`src/rtl/sprite_motion_ctrl.sv`:
```
`timescale 1ns/1ps
// Rate-limited isometric sprite stepper: map walkability query, teleport targets,
// deferred pillar lift and off-screen hide, driving an erase/draw sprite drawer.
module sprite_motion_ctrl #(
  parameter int X_W      = 9,
  parameter int Y_W      = 8,
  parameter int SCREEN_W = 320,
  parameter int SCREEN_H = 240,
  parameter int STEP     = 1,
  parameter int RATE_DIV = 6250000,
  parameter int INIT_X   = 95,
  parameter int INIT_Y   = 221
) (
  input  logic           clock,
  input  logic           resetn,
  input  logic           move,
  input  logic [1:0]     dir,
  output logic           qry_req,
  output logic [X_W-1:0] qry_x,
  output logic [Y_W-1:0] qry_y,
  input  logic           qry_ack,
  input  logic           qry_ok,
  input  logic           qry_tele,
  input  logic [X_W-1:0] qry_tx,
  input  logic [Y_W-1:0] qry_ty,
  input  logic           lift,
  input  logic [Y_W-1:0] lift_dy,
  input  logic           hide,
  output logic           drawBG,
  input  logic           doneBG,
  output logic           drawChar,
  input  logic           doneChar,
  output logic [X_W-1:0] xCoordinate,
  output logic [Y_W-1:0] yCoordinate,
  output logic           busy,
  output logic [15:0]    step_count
);

  // state  | meaning
  // IDLE   | waiting for hide, pending lift or a move tick
  // QUERY  | candidate held on qry_x/qry_y until qry_ack
  // ERASE  | drawBG held until doneBG
  // UPDATE | apply STEP / TELE / LIFT to the position
  // DRAW   | drawChar held until doneChar
  // HIDE   | sprite parked off-screen while hide is high
  typedef enum logic [2:0] {S_IDLE, S_QUERY, S_ERASE, S_UPDATE, S_DRAW, S_HIDE} state_t;
  typedef enum logic [1:0] {A_STEP, A_TELE, A_LIFT} act_t;

  localparam int                CNT_W     = $clog2(RATE_DIV);
  localparam logic [CNT_W-1:0]  L_CNT_MAX = CNT_W'(RATE_DIV - 1);
  localparam logic [X_W:0]      L_STEP_X  = (X_W+1)'(STEP);
  localparam logic [Y_W:0]      L_STEP_Y  = (Y_W+1)'(STEP);
  localparam logic [X_W:0]      L_SCR_W   = (X_W+1)'(SCREEN_W);
  localparam logic [Y_W:0]      L_SCR_H   = (Y_W+1)'(SCREEN_H);
  localparam logic [X_W-1:0]    L_INIT_X  = X_W'(INIT_X);
  localparam logic [Y_W-1:0]    L_INIT_Y  = Y_W'(INIT_Y);
  localparam logic [X_W-1:0]    L_HIDE_X  = X_W'(SCREEN_W);
  localparam logic [Y_W-1:0]    L_HIDE_Y  = Y_W'(SCREEN_H);

  state_t           r_state;
  act_t             r_act;
  logic [CNT_W-1:0] r_tick_cnt;
  logic             r_tick;
  logic [X_W-1:0]   r_x;
  logic [Y_W-1:0]   r_y;
  logic [X_W-1:0]   r_tgt_x;
  logic [Y_W-1:0]   r_tgt_y;
  logic             r_lift_pend;
  logic [Y_W-1:0]   r_lift_dy;
  logic [15:0]      r_steps;
  logic             r_qry_req;
  logic             r_draw_bg;
  logic             r_draw_char;
  logic             r_busy;

  logic [X_W:0]     w_cand_x;
  logic [Y_W:0]     w_cand_y;
  logic             w_x_unf;
  logic             w_y_unf;
  logic             w_cand_ok;
  logic [Y_W-1:0]   w_lift_y;

  // Free-running move tick; fires in the cycle the counter has just wrapped to 0.
  always_ff @(posedge clock or negedge resetn) begin
    if (!resetn) begin
      r_tick_cnt <= '0;
      r_tick     <= 1'b0;
    end else begin
      r_tick <= (r_tick_cnt == L_CNT_MAX);
      if (r_tick_cnt == L_CNT_MAX) r_tick_cnt <= '0;
      else                         r_tick_cnt <= r_tick_cnt + 1'b1;
    end
  end

  always_comb begin
    w_x_unf   = dir[0] && ({1'b0, r_x} < L_STEP_X);
    w_y_unf   = dir[1] && ({1'b0, r_y} < L_STEP_Y);
    w_cand_x  = dir[0] ? ({1'b0, r_x} - L_STEP_X) : ({1'b0, r_x} + L_STEP_X);
    w_cand_y  = dir[1] ? ({1'b0, r_y} - L_STEP_Y) : ({1'b0, r_y} + L_STEP_Y);
    w_cand_ok = !w_x_unf && !w_y_unf &&
                (w_cand_x != '0) && (w_cand_y != '0) &&
                (w_cand_x < L_SCR_W) && (w_cand_y < L_SCR_H);
    w_lift_y  = (r_y < r_lift_dy) ? '0 : (r_y - r_lift_dy);
  end

  always_ff @(posedge clock or negedge resetn) begin
    if (!resetn) begin
      r_state     <= S_IDLE;
      r_act       <= A_STEP;
      r_x         <= L_INIT_X;
      r_y         <= L_INIT_Y;
      r_tgt_x     <= '0;
      r_tgt_y     <= '0;
      r_lift_pend <= 1'b0;
      r_lift_dy   <= '0;
      r_steps     <= '0;
      r_qry_req   <= 1'b0;
      r_draw_bg   <= 1'b0;
      r_draw_char <= 1'b0;
      r_busy      <= 1'b0;
    end else begin
      if (lift) begin
        r_lift_pend <= 1'b1;
        r_lift_dy   <= lift_dy;
      end
      case (r_state)
        S_IDLE: begin
          if (hide) begin
            r_state <= S_HIDE;
            r_busy  <= 1'b1;
            r_x     <= L_HIDE_X;
            r_y     <= L_HIDE_Y;
          end else if (r_lift_pend) begin
            r_state   <= S_ERASE;
            r_act     <= A_LIFT;
            r_draw_bg <= 1'b1;
            r_busy    <= 1'b1;
          end else if (move && r_tick && w_cand_ok) begin
            r_state   <= S_QUERY;
            r_tgt_x   <= w_cand_x[X_W-1:0];
            r_tgt_y   <= w_cand_y[Y_W-1:0];
            r_qry_req <= 1'b1;
            r_busy    <= 1'b1;
          end
        end
        S_QUERY: begin
          if (qry_ack) begin
            r_qry_req <= 1'b0;
            if (qry_tele) begin
              r_act     <= A_TELE;
              r_tgt_x   <= qry_tx;
              r_tgt_y   <= qry_ty;
              r_state   <= S_ERASE;
              r_draw_bg <= 1'b1;
            end else if (qry_ok) begin
              r_act     <= A_STEP;
              r_state   <= S_ERASE;
              r_draw_bg <= 1'b1;
            end else begin
              r_state <= S_IDLE;
              r_busy  <= 1'b0;
            end
          end
        end
        S_ERASE: begin
          if (doneBG) begin
            r_draw_bg <= 1'b0;
            r_state   <= S_UPDATE;
          end
        end
        S_UPDATE: begin
          r_state     <= S_DRAW;
          r_draw_char <= 1'b1;
          if (r_act == A_LIFT) begin
            r_y <= w_lift_y;
            // a lift arriving in this very cycle stays pending
            if (!lift) r_lift_pend <= 1'b0;
          end else begin
            r_x <= r_tgt_x;
            r_y <= r_tgt_y;
            if (r_steps != 16'hFFFF) r_steps <= r_steps + 16'd1;
          end
        end
        S_DRAW: begin
          if (doneChar) begin
            r_draw_char <= 1'b0;
            r_state     <= S_IDLE;
            r_busy      <= 1'b0;
          end
        end
        S_HIDE: begin
          r_x <= L_HIDE_X;
          r_y <= L_HIDE_Y;
          if (!hide) begin
            r_state <= S_IDLE;
            r_busy  <= 1'b0;
          end
        end
        default: begin
          r_state     <= S_IDLE;
          r_qry_req   <= 1'b0;
          r_draw_bg   <= 1'b0;
          r_draw_char <= 1'b0;
          r_busy      <= 1'b0;
        end
      endcase
    end
  end

  assign qry_req     = r_qry_req;
  assign qry_x       = r_tgt_x;
  assign qry_y       = r_tgt_y;
  assign drawBG      = r_draw_bg;
  assign drawChar    = r_draw_char;
  assign xCoordinate = r_x;
  assign yCoordinate = r_y;
  assign busy        = r_busy;
  assign step_count  = r_steps;

endmodule

```
`config.mk`:
```
export PLATFORM = sky130hd
export DESIGN_NAME = sprite_motion_ctrl
export DESIGN_NICKNAME = d
export VERILOG_FILES = /design/src/rtl/sprite_motion_ctrl.sv
export SDC_FILE = /design/constraint.sdc
export NUM_CORES = 1
export LEC_CHECK = 0
export ABC_AREA = 1
export ABC_CLOCK_PERIOD_IN_PS = 2400
export CAP_MARGIN = 20
export CORE_UTILIZATION = 30
export CTS_CLUSTER_SIZE = 10
export DETAILED_ROUTE_END_ITERATION = 10
export RECOVER_POWER = 25
export SLEW_MARGIN = 20
export SYNTH_ARGS = -nofsm -noshare
export SYNTH_HDL_FRONTEND = slang
export SYNTH_SLANG_ARGS = --single-unit
```
`constraint.sdc`:
```
create_clock -name clock -period 2.4 [get_ports clock]
set_input_delay 0.48 -clock clock [delete_from_list [all_inputs] [get_ports clock]]
set_output_delay 0.48 -clock clock [all_outputs]
set_load 0.05 [all_outputs]
```
* After elaboration in Yosys (flattened, before gate mapping)
Cells that the tools add are included.
Word-level totals: flip-flop bits (word level) 92, input bits 37, output and inout bits 54, logic and storage cells 148
Cells by class: add/subtract/negate cells 7, $lt $le $gt $ge 5, equality and inequality tests 23, muxes and demuxes 63, bitwise gates (word level) 5, reductions and logical operators 30
Operators with widths (count):
- 9-bit two-way mux | 8
- 8-bit two-way mux | 8
- 9-bit one-hot mux with 3 select lines | 1
- 2-bit != test, second input constant | 13
- 8-bit one-hot mux with 3 select lines | 1
- 23-bit by 1-bit adder with 23-bit output, second input constant | 1
- 23-bit == test, second input constant | 1
- 23-bit two-way mux | 1
- 1-bit two-way mux | 21
- 3-bit two-way mux | 7
- 3-bit one-hot mux with 6 select lines | 1
- 9-bit one-hot mux with 2 select lines | 1
- 16-bit by 1-bit adder with 16-bit output, second input constant | 1
- 16-bit != test, second input constant | 1
- 8-bit one-hot mux with 2 select lines | 1
- 5-bit AND reduction | 3
- 2-bit two-way mux | 7
- 6-bit AND reduction | 2
- 9-bit by 1-bit adder with 10-bit output, second input constant | 1
- 10-bit by 9-bit < comparator with 1-bit output, second input constant | 1
- 10-bit two-way mux | 1
- 10-bit nonzero test | 1
- 9-bit by 1-bit subtractor with 10-bit output, second input constant | 1
- 8-bit by 1-bit adder with 9-bit output, second input constant | 1
- other kinds (29) | 48

* Logic depth before layout (Yosys ltp)
depth after elaboration 13, depth in mapped cells 19, gate-level depth less buffers 18

* Worst setup path after synthesis
Ideal clock, no wire load.
path type reg-to-reg, start register r_x[0], in the netlist xCoordinate[0], end register r_tgt_x[6], in the netlist qry_x[6], setup time 0.074 ns, arrival time 2.230 ns, setup slack 0.096 ns, stages on the path, launching flop included 15, path buffers 1, cells stage by stage dfstp_2 inv_1 ha_1 xnor2_1 nand2_1 nor2_1 nand3_1 nor2_1 nand3_1 nand3_2 nand2_2 nand2_4 buf_6 nand2_2 o21ai_2
Between the ends: cells in the longest elaborated chain, start to end 11, elaborated cells between the ends (all ways) 20
RTL lines:
- start: declaration | RTL line 64 | logic [X_W-1:0] r_x;
- start signal: assignment | RTL line 179 | r_x <= r_tgt_x;
- parallel branches: the longest is 11 deep, another holds 9-bit by 1-bit adder with 10-bit output
- end signal: assignment | RTL line 140 | r_tgt_x <= w_cand_x[X_W-1:0];
- end signal: assignment | RTL line 151 | r_tgt_x <= qry_tx;
- end: declaration | RTL line 66 | logic [X_W-1:0] r_tgt_x;
Several ways; the timed one is not identified. The select of a mux whose other input is x is not followed. A chain may end at the register's enable or synchronous reset.

* Worst setup path in the final report
start register r_x[0], in the netlist xCoordinate[0], end output port xCoordinate[0]
RTL lines:
- end: declaration | RTL line 33 | output logic [X_W-1:0] xCoordinate,
No word-level cell between the ends.

==> results.py <==
metrics = {
    "global_routing": {
        "grt-ovfl-total": 0,
        "grt_max_degree": 37,
        "grt_usage": 0.161,
        "grt_pass1_vias": 4990,
        "grt_antenna_before_repair": 1,
        "grt_pass1_wl_mm": 24.7,
    },
    "sta": {
        "relSlewSlack": -0.248,
        "hold_ws_ns": 0.470,
        "fin_crit_sh": 0.971,
        "setup_ws_ns": 0.0708,
        "hold_violations": 0,
        "fin_crit_ns": 2.33,
        "clock_skew_ns": 0.0126,
        "rsz0062_at_grt": "true",
        "finalSetupTns_ns": 0,
        "clock.fmax_mhz": 429,
        "slew_viol_final": 30,
        "tightest_slew_ns": 1.87,
        "setup_viol": 0,
    },
    "synth": {
        "synth_top_area_share": 0.360,
        "synth_most_common_cell": "nand2_1",
        "yosys.area.top_type": "dfrtp_1",
        "synth_adder_area_share": 0.0351,
        "synth_seq_cells": 92,
        "synthesis.nets": 776,
        "netlist_top_cells_area": "dfrtp_1 36%, nand2_1 12%, dfstp_2 5.7%, inv_1 5.3%, nor2_1 5.3%",
        "synth_edf_count": 0,
        "netlist_top_cells_count": "177 x nand2_1, 80 x dfrtp_1, 79 x inv_1, 78 x nor2_1, 52 x nand3_1",
        "synthSimpleGateAreaFrac": 0.308,
        "seq_area_frac_synth": 0.417,
        "synthFlopType": "dfrtp_1",
        "ys_warn_count": 0,
        "ys_async_sr_fraction": 1.00,
        "netlist_area_um2": 5560,
        "avgSynthCellArea_um2": 7.67,
        "synth_top_family_by_area": "simple AND/OR/NAND/NOR gates",
        "synth-xor-area-share": 0.0426,
        "synth_compound_area_frac": 0.122,
        "synth_cell_types": 44,
        "muxShareOfSynthArea": 0.00383,
        "netlist_instances": 724,
    },
    "power_and_ir_drop": {
        "powerDensity_nw_per_um2": 1160,
        "ir_drop_uv": 488,
        "leakagePower_nw": 3.55,
    },
    "die": {
        "dieArea_um2": 19100,
        "die_y_um": 138,
        "core_area_um2": 18100,
        "start_util": 0.307,
        "rows": 49,
        "io-pin-count": 91,
        "die_x_um": 138,
    },
    "route": {
        "initialDrtViolationCount": 195,
        "drc": 14,
        "dr_total_vias": 5117,
        "drt_wl_total_mm": 14.8,
        "viasPerCell": 4.66,
        "first_pass_iters": 7,
        "antenna_left": 0,
        "wl_per_cell_um": 13.5,
    },
    "job": {
        "maxCapViolCount": 1,
    },
    "cells_and_area": {
        "final_cells": 1099,
        "nets": 917,
        "register_area_um2": 2320,
        "multi_input_area_um2": 2990,
        "fin_util": 0.419,
        "num_antenna_cells": 0,
        "drive_above_1_share": 0.200,
        "syn2layout_area_growth_pct": 36.4,
        "fill_cells": 1831,
    },
    "setup_path": {
        "startpoint_type": "flip-flop",
        "worst-setup-path-type": "reg -> out",
        "cp_data_arrival_time_ns": 1.85,
        "crit_fanout": 6,
        "setup.worst_path.end_class": "output port",
        "required_ns": 1.92,
    },
    "placement": {
        "dp_cells": 1072,
        "gp_congestion": 0.842,
        "hpwl_mm": 11.4,
        "pre_cts_slack_ns": -0.149,
        "port_buffers": 90,
    },
    "worst_hold_path": {
        "hold_class": "reg -> reg",
    },
    "clock_tree": {
        "numCtsBuffers": 9,
        "clk_pin_slew_ns": 0.08,
        "clock-sinks": 92,
        "cts_buffer_depth": 2,
        "cts_tree": "built",
        "h-tree-depth": 3,
        "cts-root-buf": "clkbuf_16",
        "clk-insertion-delay-late_ns": 0.35,
        "hold_buffers": 0,
    },
    "run_status": {
        "status": "finished with violations",
        "violations": "design-rule violations, max-capacitance violations, max-slew violations",
    },
}
[where the power goes]
group	internal, mW	switching (mW)	total, mW
logic	1.97	3.00	4.97
clock network	0.844	0.652	1.50
registers	1.93	0.427	2.36
[cells in the final DEF (no fill, tap or decap), types with 18 or more instances in the layout]
| cell type | n |
|---|---|
| nor2_1 | 74 |
| buf_4 | 44 |
| o21ai_2 | 18 |
| clkdlybuf4s50_1 | 86 |
| nand2_2 | 22 |
| nand3_1 | 49 |
| nand2_1 | 167 |
| a21oi_1 | 27 |
| o21ai_0 | 41 |
| inv_1 | 76 |
| dfrtp_1 | 79 |
[registers in the layout, summed over array words and instances, names as in the netlist]
signal       cells
r_act            2
r_lift_dy        8
drawChar         1
yCoordinate      8
r_state          3
r_lift_pend      1
step_count      16
qry_x            9
xCoordinate      9
drawBG           1
r_tick           1
busy             1
r_tick_cnt      23
qry_y            8
qry_req          1
[worst max-delay path, stage by stage, from the launching register on]
cell             delay, ns
dfstp_2               0.53
buf_4                 0.16
clkdlybuf4s50_1       0.81
[stage by stage]
step           power, mW  area, um2
2_1_floorplan       5.39       5560
3_3_place_gp        6.93       7000
3_5_place_dp        6.96       7000
4_1_cts             8.48       7310
5_1_grt             9.47       7580
6_report            8.82       7580
[kinds of logic (layout without fill, tap and decap cells)]
group,count (synthesis),count (layout)
compound gates,108,108
xor+xnor,27,27
fa+ha+maj,15,15
buf+inv,100,246
flops,92,92
mux,2,2
simple gates,380,380
[final timing paths]
| path | from | end | slack [ns] | cells past startpoint |
|---|---|---|---|---|
| max reg2reg | yCoordinate[0] | qry_x[5] | 0.12 | 16 |
| max in group asynchronous | resetn | r_tick_cnt[14] | 0.54 | 2 |
| min in group asynchronous | resetn | r_tick_cnt[20] | 0.64 | 1 |
| min reg2reg | r_tick_cnt[0] | r_tick_cnt[0] | 0.47 | 1 |
| min | r_tick_cnt[0] | r_tick_cnt[0] | 0.47 | 1 |
| max | xCoordinate[0] | xCoordinate[0] | 0.07 | 2 |
[area by class of cell]
cell class                 instances  share of cell area
clock buffer                      10              0.0315
timing repair buffer             138               0.175
tap                              229              0.0378
sequential                        92               0.306
multi-input combinational        532               0.394
clock inverter                     6             0.00925
inverter                          92              0.0459
[routing by layer]
layer / global-route usage / wire, um / share of wire / vias to the layer above
met5: 0 / 13 / 0.00088 / -
li1: - / - / - / 2648
met1: 0.210 / 6800 / 0.46 / 2372
met2: 0.275 / 7190 / 0.48 / 82
met4: 0.0367 / 125 / 0.0084 / 2
met3: 0.0329 / 701 / 0.047 / 13
[what timing repair did]
action | 4_1_cts | 5_1_grt
setup buffers | 0 | 9
resized for setup | 0 | 43
setup endpoints to repair | 0 | 23
(Power assumes the default switching activity.)
